<file path="src/rtl/freq_gen.sv">
// Square-wave generator: a restoring divider turns freq_hz into a half-period, then a counter toggles wave_out.
// Latency: accept in cycle N -> first wave_out rise in cycle N+DIV_W+1; a retune takes effect on a wave edge.
// Backpressure: freq_ready is low only while dividing. Optional edge_count port via FREQ_GEN_EDGE_COUNT_EN.
module freq_gen #(
    parameter int CLK_HZ = 50_000_000,
    parameter int FREQ_W = 20,
    parameter int DIV_W  = 32
) (
    input  logic              clk,
    input  logic              rst,
    input  logic              freq_valid,
    input  logic [FREQ_W-1:0] freq_hz,
    output logic              freq_ready,
    output logic              busy,
    output logic              active,
    output logic              wave_out,
    output logic              edge_pulse
`ifdef FREQ_GEN_EDGE_COUNT_EN
    ,
    output logic [31:0]       edge_count
`endif
);

    localparam int STEP_W = $clog2(DIV_W);
    localparam logic [DIV_W-1:0] CLK_DIV  = DIV_W'(CLK_HZ);
    localparam logic [DIV_W-1:0] HALF_CLK = DIV_W'(CLK_HZ / 2);

    typedef enum logic [1:0] {S_IDLE, S_DIVIDE, S_RUN} state_t;

    state_t state_q, state_d;

    logic              accept;
    logic              last_step;
    logic              wave_running;
    logic              hit;
    logic              stop;
    logic              rise;

    logic [DIV_W-1:0]  freq_ext;
    logic [DIV_W-1:0]  freq_clamped;
    logic [DIV_W-1:0]  divisor_new;

    logic [DIV_W-1:0]  divisor_q;
    logic [DIV_W-1:0]  dvd_q;
    logic [DIV_W-1:0]  rem_q;
    logic [DIV_W-1:0]  quo_q;
    logic [STEP_W-1:0] step_q;
    logic              from_run_q;

    logic [DIV_W:0]    rem_shift;
    logic              ge;
    logic [DIV_W-1:0]  rem_next;
    logic [DIV_W-1:0]  quo_next;
    logic [DIV_W-1:0]  half_new;

    logic [DIV_W-1:0]  half_period;
    logic [DIV_W-1:0]  counter;
    logic [DIV_W-1:0]  shadow_q;
    logic              pending_q;

    always_ff @(posedge clk) begin
        if (rst) state_q <= S_IDLE;
        else     state_q <= state_d;
    end

    always_comb begin
        state_d    = state_q;
        freq_ready = (state_q != S_DIVIDE);
        busy       = (state_q == S_DIVIDE);
        active     = (state_q == S_RUN);
        accept     = freq_valid && freq_ready;
        last_step  = (state_q == S_DIVIDE) && (step_q == STEP_W'(DIV_W - 1));
        case (state_q)
            S_IDLE:   if (accept && freq_hz != '0) state_d = S_DIVIDE;
            S_DIVIDE: if (last_step) state_d = S_RUN;
            S_RUN:    if (accept) state_d = (freq_hz == '0) ? S_IDLE : S_DIVIDE;
            default:  state_d = S_IDLE;
        endcase
    end

    // Divisor is 2*min(freq_hz, CLK_HZ/2); divider steps one quotient bit per cycle.
    always_comb begin
        freq_ext     = DIV_W'(freq_hz);
        freq_clamped = (freq_ext > HALF_CLK) ? HALF_CLK : freq_ext;
        divisor_new  = freq_clamped << 1;
        rem_shift    = {rem_q, dvd_q[DIV_W-1]};
        ge           = (rem_shift >= {1'b0, divisor_q});
        rem_next     = ge ? DIV_W'(rem_shift - {1'b0, divisor_q}) : rem_shift[DIV_W-1:0];
        quo_next     = (quo_q << 1) | DIV_W'(ge);
        half_new     = (quo_next == '0) ? DIV_W'(1) : quo_next;
    end

    // The old waveform keeps running while a retune divide is in flight.
    always_comb begin
        wave_running = (state_q == S_RUN) || ((state_q == S_DIVIDE) && from_run_q);
        hit          = (counter == half_period - DIV_W'(1));
        stop         = accept && (freq_hz == '0) && (state_q == S_RUN);
        rise         = (wave_running && hit && !wave_out && !stop) ||
                       (last_step && !from_run_q);
    end

    always_ff @(posedge clk) begin
        if (rst) begin
            divisor_q   <= '0;
            dvd_q       <= '0;
            rem_q       <= '0;
            quo_q       <= '0;
            step_q      <= '0;
            from_run_q  <= 1'b0;
            half_period <= '0;
            counter     <= '0;
            shadow_q    <= '0;
            pending_q   <= 1'b0;
            wave_out    <= 1'b0;
            edge_pulse  <= 1'b0;
        end else begin
            edge_pulse <= rise;

            if (wave_running) begin
                if (hit) begin
                    counter  <= '0;
                    wave_out <= ~wave_out;
                    if (pending_q) begin
                        half_period <= shadow_q;
                        pending_q   <= 1'b0;
                    end
                end else begin
                    counter <= counter + DIV_W'(1);
                end
            end

            if (accept && freq_hz != '0) begin
                divisor_q  <= divisor_new;
                dvd_q      <= CLK_DIV;
                rem_q      <= '0;
                quo_q      <= '0;
                step_q     <= '0;
                from_run_q <= (state_q == S_RUN);
            end

            if (stop) begin
                wave_out  <= 1'b0;
                counter   <= '0;
                pending_q <= 1'b0;
            end

            if (state_q == S_DIVIDE) begin
                rem_q  <= rem_next;
                quo_q  <= quo_next;
                dvd_q  <= dvd_q << 1;
                step_q <= step_q + STEP_W'(1);
                if (last_step) begin
                    // A completed retune overrides any older pending value.
                    if (from_run_q) begin
                        shadow_q  <= half_new;
                        pending_q <= 1'b1;
                    end else begin
                        half_period <= half_new;
                        counter     <= '0;
                        wave_out    <= 1'b1;
                        pending_q   <= 1'b0;
                    end
                end
            end
        end
    end

`ifdef FREQ_GEN_EDGE_COUNT_EN
    always_ff @(posedge clk) begin
        if (rst || accept)                        edge_count <= '0;
        else if (rise && edge_count != '1)        edge_count <= edge_count + 32'd1;
    end
`endif

endmodule

</file>
<file path="config.mk">
export PLATFORM = sky130hd
export DESIGN_NAME = freq_gen
export DESIGN_NICKNAME = d
export VERILOG_FILES = /design/src/rtl/freq_gen.sv
export SDC_FILE = /design/constraint.sdc
export NUM_CORES = 1
export LEC_CHECK = 0
export ABC_AREA = 1
export CELL_PAD_IN_SITES_DETAIL_PLACEMENT = 1
export CELL_PAD_IN_SITES_GLOBAL_PLACEMENT = 1
export CORE_UTILIZATION = 45
export DETAILED_ROUTE_END_ITERATION = 10
export HOLD_SLACK_MARGIN = 0.15
export MAX_ROUTING_LAYER = met4
export PLACE_DENSITY = 0.84
export REMOVE_ABC_BUFFERS = 1
export SETUP_SLACK_MARGIN = 0.2
export SYNTH_ARGS = -nofsm -noshare
export SYNTH_HDL_FRONTEND = slang
export SYNTH_SLANG_ARGS = --single-unit
</file>
<file path="constraint.sdc">
create_clock -name clk -period 7 [get_ports clk]
set_input_delay 1.05 -clock clk [delete_from_list [all_inputs] [get_ports clk]]
set_output_delay 1.05 -clock clk [all_outputs]
set_load 0.05 [all_outputs]
</file>
Word-level counts from Yosys, hierarchy flattened:

Index checks and enable logic that the tools add are counted.

* bits of input ports: 23
* output and inout port bits: 5
* register bits after elaboration: 221

* reduce and logical (&&, ||, !) cells: 22
* eq/ne operators: 8
* mux-type cells: 38
* add/subtract/negate cells: 4
* magnitude comparators: 1
* bitwise logic cells: 2

Operator list (number)
* 2-to-1 mux 32 bit: 18
* greater-or-equal comparator 33 x 21 -> 1 bit: 1
* adder 32 x 1 -> 32 bit, second input constant: 1
* equality test 32 bit: 1
* logical NOT 32 bit: 1
* OR 32 x 1 -> 32 bit: 1
* subtractor 32 x 1 -> 32 bit, second input constant: 1
* subtractor 32 x 21 -> 32 bit: 1
* 2-to-1 mux 31 bit: 1
* logical NOT 20 bit: 1
* nonzero test 20 bit: 1
* 2-to-1 mux 1 bit: 13
* logical AND 1 bit: 10
* 2-to-1 mux 5 bit: 2
* 2-to-1 mux 2 bit: 3
* != test 2 x 1 -> 1 bit, second input constant: 3
* one-hot mux 2 bit (3 select lines): 1
* AND reduction 3 bit: 2
* adder 5 x 1 -> 5 bit, second input constant: 1
* equality test 5 bit, second input constant: 1
* logical NOT 1 bit: 3
* equality test 2 x 1 -> 1 bit, second input constant: 1
* equality test 2 bit, second input constant: 1
* logical NOT 2 bit: 1
* 4 further kinds: 5

Depth between registers and ports, before layout:

* depth in word-level cells: 8
* mapped depth: 20
* depth with buffers taken out: 19

Worst setup path after synthesis:

OpenSTA, ideal clock, no wires.

* path kind: input -> register
* start point: input port freq_hz[4]
* end point: register step_q[2]
* slack: 4.355 ns
* arrival time: 2.550 ns
* stages on the path: 10
* required time: 6.905 ns
* path through: nor4_1 -> nand2_1 -> nor2_1 -> nand2_1 -> nand2_1 -> nor2_1 -> nor2_1 -> clkbuf_1 -> nand2_1 -> a221oi_1

* word-level cells in the longest chain between the ends: 3

RTL lines
* from (decl): line 12 `input logic [FREQ_W-1:0] freq_hz,`
* nonzero test 20 bit: line 132 `if (accept && freq_hz != '0) begin`
* logical AND 1 bit: line 132
* nonzero test 2 bit (no source line)
* to (signal assigned): line 151 `step_q <= step_q + STEP_W'(1);`
* to (decl): line 47 `logic [STEP_W-1:0] step_q;`

No other way between the ends.
A chain may end at the register's enable or synchronous reset.

Worst setup path in the final report:

* start point: input port freq_hz[12]
* end point: register step_q[2]

Same word-level chain as after synthesis.

==> flow_metrics.tcl <==
set metrics [dict create \
    die_area_mm2 0.02708 \
    min_path_type "register to register" \
    max_slew_margin_pct 27.84 \
    fin_crit_sh_pct 54.83 \
    fin_tns_setup_ps 0 \
    synth_top_area_share_pct 36.19 \
    cts_tree "built" \
    skew_ps 6.735 \
    grt_pass1_vias 11800 \
    crit_slowest_cell "nor2_4" \
    die_h_um 164.6 \
    synthTopCellsByCount "nand2_1 (420), inv_1 (244), dfxtp_1 (215)" \
    yosys-top-cells-area "dfxtp_1 (36%), nand2_1 (13%), inv_1 (7.7%)" \
    hp-start "dvd_q[26]$_SDFFE_PP0P_" \
    p_int_w 0.002441 \
    io_pins 28 \
    synth-seq-cells 215 \
    cts_buffers 25 \
    synth.distinct_cells 43 \
    hold_slack_ps 461.2 \
    start_kind "input port" \
    rsz0062_at_grt "no" \
    yosysTopAreaCell "dfxtp_1" \
    die_w_um 164.6 \
    hpwlAfterDp_um 24570 \
    drc_errors 0 \
    cts_resized 0 \
    worst_setup_path_end_kind "register" \
    clock.fmax_mhz 260.5 \
    final_nets 1838 \
    hold_depth 2 \
    reg2regPathDepth 14 \
    reg2reg_to "rem_q[5]$_SDFFE_PP0P_" \
    p_sw_w 0.001349 \
    cts_sinks 215 \
    dr.pass1.iters 5 \
    cts_hold_buf 0 \
    power_leakage_nw 6.149 \
    coreArea_mm2 0.02598 \
    cts_max_level 1 \
    async_flop_share_pct 0 \
    syn_area_per_cell_um2 6.611 \
    synth_warnings 0 \
    worst_pin_slew_ps 1081 \
    gp_congestion 0.9627 \
    vias_per_cell 5.312 \
    yosys_most_used_dff "dfxtp_1" \
    syn_inst 1799 \
    num_vias 11360 \
    grt_usage_pct 26.61 \
    layout_setup_ws_ps 3162 \
    drt-wirelength-per-cell_um 16.03 \
    ir_worst_vdd_mv 0.2586 \
    clk_pin_slew_worst_paths_ps 50 \
    area_delta_synth_final_pct 10.62 \
    insertion_delay_ps 520 \
    crit_required_ps 7420 \
    hold_viol_final 0 \
    critPathMaxFanout 49 \
    clockRootBuffer "clkbuf_16" \
    synth-edff-count 0 \
    antenna_found_initial 0 \
    grt_max_degree 84 \
    drt-total-wl_um 34270 \
    arrival_ps 4260 \
    synthesis.area_mm2 0.01189 \
    finalMaxSlewViolations 0 \
    finalCriticalPeriod_ps 3838 \
    r2r_slack_ps 3230 \
    worstPathCellList "clkdlybuf4s50_1 -> nor4_1 -> nand2_1 -> nor2_1 -> nand2_1 -> nand2_1 -> nor2_1 -> nor2_4 -> buf_4 -> nand2_1 -> a221oi_1" \
    clockPowerShare_pct 33.7 \
    drv_cap 0 \
    clock_path_buffers 3 \
    p_comb_share_pct 30.7 \
    path_class "input port to register" \
    powerDensity_mw_per_mm2 288.1 \
    finalSetupViolations 0 \
    grt_pass1_wl_um 57010 \
    postCtsSetupBuffers 0 \
    num_rows 59 \
    grt_remaining_overflow 0 \
    port-buffer-count 27 \
    outcome "finished, final reports clean" \
    antenna_left 0 \
    seqPwrFrac_pct 35.6 \
    drtIter0Drc 593 \
    start_util_pct 45.77 \
    yosysMostFrequentCell "nand2_1" \
    cp_common_cell "nand2_1" \
    slowest_delay_ps 670 \
    seq_area_frac_synth_pct 36.19 \
    diodes 0 \
    dp_slack_ps 2567 \
    rr_startpoint "rem_q[0]$_SDFFE_PP0P_" \
    drive_gt1_share_pct 4.825 \
    sw_frac_of_total_pct 35.59 \
    hold_end "dvd_q[26]$_SDFFE_PP0P_" \
    power_w 0.003790 \
]
==> final cells by class <==
class | count | area (um^2)
sequential | 215 | 4304
clock inverter | 6 | 85.08
inverter | 248 | 930.9
timing repair buffer | 38 | 347.8
multi-input combinational | 1262 | 6359
fill | 3480 | 12830
clock buffer | 34 | 709.4
tap | 335 | 419.2
==> through the flow <==
step	util, %	instance area, um^2	instances
detailed placement	47.57	12360	2098
floorplan	-	11580	1725
finish	50.63	13160	2138
global route	50.63	13160	2138
CTS	50.63	13160	2138
global placement	47.57	12360	2098
==> critical path, delay by kind of cell <==
| family | cells | cell delay, ps |
|---|---|---|
| AO/OA/AOI/OAI | 1 | 250 |
| buffers and inverters | 2 | 980 |
| AND/OR/NAND/NOR | 8 | 1940 |
==> cell families (layout without fill, tap and decap cells) <==
family	Yosys count	after routing	synth area share, %
xor gates and xnor gates	75	75	5.650
DFF	215	215	36.19
AOI/OAI and AO/OA	333	333	14.81
and+or+nand+nor	829	829	30.16
adders and majority gates	25	25	2.693
buffers and inverters	322	326	10.49
==> sequential cells by signal, indices dropped and copies added (netlist names), 2 cells and up <==
name,cells
counter,32
half_period,32
rem_q,32
shadow_q,32
quo_q,31
dvd_q,25
divisor_q,20
step_q,5
state_q,2
==> cells in the final DEF, fill, tap and decap left out, drive strengths merged, types with 23 or more instances in the layout <==
cell	Yosys	routed
o21ai	131	131
dfxtp	215	215
nor2	198	198
clkdlybuf4s50	0	26
xor2	52	52
ha	24	24
a21oi	170	170
nand3	131	131
nand4	23	23
clkbuf	58	34
nand2	425	425
inv	247	247
==> power groups by stage <==
stage,clock network (W),registers (W),logic (W)
4_1_cts,0.00131,0.00135,0.00117
3_3_place_gp,0,0.00137,0.00112
5_1_grt,0.00135,0.00136,0.00131
6_report,0.00128,0.00135,0.00116
2_1_floorplan,0,0.00136,0.000822
3_5_place_dp,0,0.00138,0.00115
==> worst max-delay path by stage <==
stage | from | to | cells past startpoint
after floorplan | state_q[0]$_SDFFE_PP0P_ | dvd_q[12]$_SDFFE_PP0P_ | 7
after global placement | freq_hz[12] | step_q[2]$_SDFFE_PP0P_ | 11
after detailed placement | freq_hz[12] | step_q[2]$_SDFFE_PP0P_ | 11
after CTS | freq_hz[12] | step_q[2]$_SDFFE_PP0P_ | 11
after global routing | rem_q[0]$_SDFFE_PP0P_ | rem_q[5]$_SDFFE_PP0P_ | 14
final | freq_hz[12] | step_q[2]$_SDFFE_PP0P_ | 11
==> metal layers <==
layer  vias to the layer above  GRT usage, %  share of wire (%)
li1                       5750             -                  -
met1                      5433         30.29                 44
met2                       124         49.06                 51
met3                        50         2.662                2.3
met4                         0         7.506                2.7
met5                         -             -                  0
No activity file was read; power rests on OpenSTA's default activity.
